==> src/rtl/fm_pkg.sv <==
// Shared definitions for the FastMultipliers family: FSM state encoding and
// a width helper for iteration counters.
package fm_pkg;

  typedef enum logic [1:0] {
    IDLE,
    BUSY,
    DONE
  } state_t;

  // Number of bits needed to hold values 0 .. value-1.
  function automatic int clog2(input int value);
    int r;
    r = 0;
    for (int v = value - 1; v > 0; v = v >> 1) r++;
    return r;
  endfunction

endpackage

==> src/rtl/rca_adder.sv <==
// Parametrised ripple-carry adder with carry-in and carry-out; the generalised
// form of the fixed 32-bit adder used elsewhere in the family.
module rca_adder #(
  parameter int WIDTH = 32
) (
  input  logic [WIDTH-1:0] a,
  input  logic [WIDTH-1:0] b,
  input  logic             cin,
  output logic [WIDTH-1:0] sum,
  output logic             cout
);

  // A procedural carry variable keeps the chain a single combinational loop body.
  always_comb begin
    logic carry;
    sum   = '0;
    carry = cin;
    for (int i = 0; i < WIDTH; i++) begin
      sum[i] = a[i] ^ b[i] ^ carry;
      carry  = (a[i] & b[i]) | (carry & (a[i] ^ b[i]));
    end
    cout = carry;
  end

endmodule

==> src/rtl/seq_shift_add_mul.sv <==
// Iterative shift-and-add multiplier retiring one multiplier bit per clock,
// signed or unsigned, with valid/ready handshakes on both sides.
module seq_shift_add_mul
  import fm_pkg::*;
#(
  parameter int WIDTH = 32
) (
  input  logic               clk,
  input  logic               rst,
  input  logic               in_valid,
  output logic               in_ready,
  input  logic [WIDTH-1:0]   a,
  input  logic [WIDTH-1:0]   b,
  input  logic               is_signed,
  output logic               out_valid,
  input  logic               out_ready,
  output logic [2*WIDTH-1:0] pro
);

  localparam int CW = clog2(WIDTH + 1);
  localparam logic [CW-1:0] LAST = CW'(WIDTH - 1);

  state_t           state, state_nxt;
  logic [WIDTH-1:0] mcand;
  logic [WIDTH-1:0] acc;
  logic [WIDTH-1:0] mplier;
  logic             sign;
  logic [CW-1:0]    cnt;

  logic [WIDTH-1:0]   sum;
  logic               cout;
  logic               accept;
  logic [2*WIDTH-1:0] prod_mag;

  // The most negative value maps onto itself, which reads correctly as unsigned 2^(WIDTH-1).
  function automatic logic [WIDTH-1:0] mag(input logic [WIDTH-1:0] v, input logic s);
    return (s && v[WIDTH-1]) ? (~v + 1'b1) : v;
  endfunction

  rca_adder #(.WIDTH(WIDTH)) u_add (
    .a   (acc),
    .b   (mplier[0] ? mcand : '0),
    .cin (1'b0),
    .sum (sum),
    .cout(cout)
  );

  assign accept   = in_valid && in_ready;
  assign prod_mag = {cout, sum, mplier[WIDTH-1:1]};

  always_ff @(posedge clk) begin
    if (rst) state <= IDLE;
    else     state <= state_nxt;
  end

  always_comb begin
    state_nxt = state;
    in_ready  = 1'b0;
    out_valid = 1'b0;
    case (state)
      IDLE: begin
        in_ready = !rst;
        if (in_valid) state_nxt = BUSY;
      end
      BUSY: begin
        if (cnt == LAST) state_nxt = DONE;
      end
      DONE: begin
        out_valid = 1'b1;
        if (out_ready) state_nxt = IDLE;
      end
      default: state_nxt = IDLE;
    endcase
  end

  // Carry-out lands in the accumulator MSB as the whole {acc, mplier} pair shifts right.
  always_ff @(posedge clk) begin
    if (rst) begin
      mcand  <= '0;
      acc    <= '0;
      mplier <= '0;
      sign   <= 1'b0;
      cnt    <= '0;
      pro    <= '0;
    end else if (accept) begin
      mcand  <= mag(a, is_signed);
      mplier <= mag(b, is_signed);
      acc    <= '0;
      sign   <= is_signed & (a[WIDTH-1] ^ b[WIDTH-1]);
      cnt    <= '0;
    end else if (state == BUSY) begin
      acc    <= {cout, sum[WIDTH-1:1]};
      mplier <= {sum[0], mplier[WIDTH-1:1]};
      cnt    <= cnt + 1'b1;
      if (cnt == LAST) pro <= sign ? (~prod_mag + 1'b1) : prod_mag;
    end
  end

endmodule

==> config.mk <==
export PLATFORM = sky130hd
export DESIGN_NAME = seq_shift_add_mul
export DESIGN_NICKNAME = d
export VERILOG_FILES = /design/src/rtl/fm_pkg.sv /design/src/rtl/rca_adder.sv /design/src/rtl/seq_shift_add_mul.sv
export SDC_FILE = /design/constraint.sdc
export NUM_CORES = 1
export LEC_CHECK = 0
export CELL_PAD_IN_SITES_DETAIL_PLACEMENT = 0
export CELL_PAD_IN_SITES_GLOBAL_PLACEMENT = 1
export CORE_MARGIN = 4
export CORE_UTILIZATION = 45
export DETAILED_ROUTE_END_ITERATION = 12
export PLACE_DENSITY_LB_ADDON = 0.1
export SETUP_SLACK_MARGIN = 0.05
export SLEW_MARGIN = 20
export SYNTH_ARGS = -nofsm -noshare
export SYNTH_HDL_FRONTEND = slang
export SYNTH_SLANG_ARGS = --single-unit
==> constraint.sdc <==
create_clock -name clk -period 24.3 [get_ports clk]
set_input_delay 2.43 -clock clk [delete_from_list [all_inputs] [get_ports clk]]
set_output_delay 2.43 -clock clk [all_outputs]
set_load 0.01 [all_outputs]
==> qor.tcl <==
set qor(run_status) {finished clean}
set qor(synth-edff-count) 0
set qor(std_cell_rows) 54
set qor(post_dp_cell_area_sq_um) 11400
set qor(crit_path_end_kind) {flop}
set qor(postSynth.topFlopCell) {dfxtp_1}
set qor(critical_path_class) {flop to flop}
set qor(postSynthRegisterBits) 169
set qor(yosysUniqueCellTypes) 61
set qor(synthesis.area_per_instance_sq_um) 8.04
set qor(postSynth.asyncResetShare_pct) 0
set qor(clk_path_buf_depth) 2
set qor(crit_path_top_delay_cell) {dfxtp_1}
set qor(cts_root_buf) {clkbuf_16}
set qor(finalInstanceArea_sq_um) 12000
set qor(antenna_found_initial) 0
set qor(clock.fmax_ghz) 0.0701
set qor(hold_buf_cts) 0
set qor(synthesized_instance_count) 1243
set qor(vias_per_cell) 5.74
set qor(global_route.usage.total_pct) 23.6
set qor(cpPeakStageDelay_ns) 0.91
set qor(synth_nets) 1348
set qor(routed_wire_length_per_instance_microns) 18.1
set qor(layout-drive-gt1-share_pct) 4.77
set qor(cp-start-kind) {flop}
set qor(synth.cell_area_sq_um) 10000
set qor(grt_remaining_overflow) 0
set qor(fillCellCount) 2096
set qor(area_growth_syn_to_layout_pct) 19.6
set qor(yosys.area_share.simple_pct) 22.3
set qor(cell_occurring_most_often_along_the_worst_timing_path) {fa_1}
set qor(overall_die_area_sq_um) 24700
set qor(chipWidth_microns) 157
set qor(layout_min_cycle_time_ns) 14.26
set qor(cts_tree) {yes}
set qor(timing.final.crit_share_pct) 58.7
set qor(synth-adder-area-share_pct) 6.83
set qor(h-tree-depth) 4
set qor(num_io_pins) 135
set qor(register_area_sq_um) 3380
set qor(ir_drop_uv) 35.5
set qor(max-cap-violations) 0
set qor(worstHoldPathType) {flop to flop}
set qor(cts.repair.resized) 0
set qor(place_congestion) 0.861
set qor(worstPathMaxFanout) 33
set qor(synth_compound_gate_area_share_pct) 21.7
set qor(clock_latency_ns) 0.44
set qor(sequential_to_total_area_share_from_yosys_stat_pct) 33.8
set qor(via_count_of_the_first_global_routing_pass) 8534
set qor(cts.reportedPaths.clkPinSlew_ns) 0.07
set qor(final_antenna_net_count) 0
set qor(placement.io_buffers) 134
set qor(clkSinkCount) 169
set qor(timing.final.hold_violations) 0
set qor(placeableCoreArea_sq_um) 21800
set qor(power_per_cell_area_nw_per_um2) 60.0
set qor(multi_input_comb_area_sq_um) 6060
set qor(routed-via-count) 9180
set qor(finish_stage_setup_viols) 0
set qor(drt_pass_1_iters) 5
set qor(nNetsFinal) 1412
set qor(die-height_microns) 157
set qor(slew_headroom_pct) 34.9
set qor(clock_skew_ns) 0.0115
set qor(global_route_wire_length_before_repair_microns) 47000
set qor(worst-slew-pin-transition_ns) 0.977
set qor(setup_repair_after_global_routing_missed_its_margin) {no}
set qor(route.detailed.drc) 0
set qor(largest_family_of_logic_cells_by_synthesized_area) {simple AND/OR/NAND/NOR gates}
set qor(grt_max_degree) 101
set qor(cts_setup_buffers) 0
set qor(yosys_warnings) 0
set qor(worst-endpoint-arrival_ns) 14.61
set qor(max_transition_viols_final) 0
set qor(drtIter0Drc) 675
set qor(numCtsBuffers) 17
set qor(synth_xor_xnor_area_share_pct) 8.76
set qor(antenna_cells_inserted) 0
set qor(p_leak_nw) 3.83
set qor(yosys-mux-area-fraction_pct) 0.801
set qor(finalSetupTns_ns) 0
set qor(worstPathRequired_ns) 24.66
set qor(finalWirelength_microns) 28900
set qor(floorplan.initialDensity_pct) 45.8
set qor(place.detailed.hpwl_microns) 21200
-- routing by layer --
layer / routed length, microns / up-vias / track usage (%) / share of wire [%]
met4: 265 / 0 / 4.34 / 0.92
met2: 11700 / 287 / 33.7 / 41
met3: 1750 / 23 / 3.19 / 6.1
met1: 15200 / 4224 / 37.9 / 52
met5: 0 / - / 0 / 0
li1: - / 4646 / - / -
-- state kept, by name, indices dropped and copies added (netlist names) --
signal  flops
pro        64
acc        32
mcand      32
mplier     32
cnt         6
state       2
sign        1
-- cell families (layout without fill, tap and decap cells) --
family	Yosys count	count (layout)
multiplexers	8	8
AND/OR/NAND/NOR	459	459
AO/OA/AOI/OAI	325	325
buffers and inverters	146	223
flip-flops	169	169
XOR/XNOR	100	100
adder cells (fa/ha/maj)	36	36
-- per-stage QoR --
stage	worst slack [ns]	power (mW)	hold WS, ns	util (%)	instances
finish	10.04	0.718	0.452	54.8	1600
global route	9.41	0.751	0.468	54.8	1600
CTS	10.10	0.721	0.453	54.8	1600
detailed placement	10.17	0.453	0.445	52.1	1568
global placement	10.27	0.451	0.435	52.1	1568
floorplan	11.25	0.405	0.417	-	1243
-- final timing paths --
check	from	end	slack (ns)	depth (start not counted)
hold / removal	pro[32]$_SDFFE_PP0P_	pro[32]$_SDFFE_PP0P_	0.45	2
hold reg to reg	pro[32]$_SDFFE_PP0P_	pro[32]$_SDFFE_PP0P_	0.45	2
setup reg to reg	mplier[0]$_SDFFE_PP0P_	pro[63]$_SDFFE_PP0P_	10.04	40
setup / recovery	mplier[0]$_SDFFE_PP0P_	pro[63]$_SDFFE_PP0P_	10.04	40
-- where the power goes --
| group | internal (mW) | leakage [nW] | switching [mW] |
|---|---|---|---|
| Sequential | 0.290 | 1.38 | 0.0169 |
| Clock | 0.147 | 0.274 | 0.123 |
| Combinational | 0.0533 | 2.17 | 0.0880 |
| Total | 0.490 | 3.83 | 0.228 |
-- critical path, delay by kind of cell, from the launching register on --
kind | cells | cell delay [ns]
buffers and inverters | 4 | 0.25
flip-flops | 1 | 0.91
AO/OA/AOI/OAI | 1 | 0.16
multiplexers | 1 | 0.11
adder cells (fa/ha/maj) | 32 | 12.22
AND/OR/NAND/NOR | 2 | 0.51
-- layout by cell type, fill, tap and decap left out, types with 24 or more instances in the layout --
master,Yosys,final
clkdlybuf4s50_1,0,133
fa_1,31,31
xor2_1,64,64
a211oi_1,72,72
nand3_1,28,27
nand4_1,24,24
a21oi_1,70,70
inv_1,47,47
o31ai_1,24,24
nor2_1,137,137
o21ai_0,58,58
nor3_1,34,34
xnor2_1,36,36
dfxtp_1,169,168
or3_1,24,24
nand2_1,122,121
-- area by class of cell --
class                   count  share of cell area [%]
multi-input cells         928                    50.7
clock inverters            13                    1.09
flip-flops and latches    169                    28.3
inverters                  48                    1.51
clock buffers              19                    3.70
well taps                 280                    2.93
repair buffers            143                    11.8
-- synth_stat cells, types with 12 or more instances --
cell type  count  area, sq um
dfxtp_1      169         3380
nor2_1       137          514
nand2_1      122          458
clkbuf_1      88          330
a211oi_1      72          541
a21oi_1       70          350
xor2_1        64          561
o21ai_0       58          290
inv_1         47          176
xnor2_1       36          315
nor3_1        34          170
fa_1          31          621
nand3_1       28          140
nand4_1       24          150
o31ai_1       24          180
or3_1         24          150
nor4_1        22          138
or4_1         22          165
o41ai_1       19          166
a31oi_1       18          113
o211ai_1      13         97.6
a311oi_1      12          105
No activity file was read; power rests on OpenSTA's default activity.
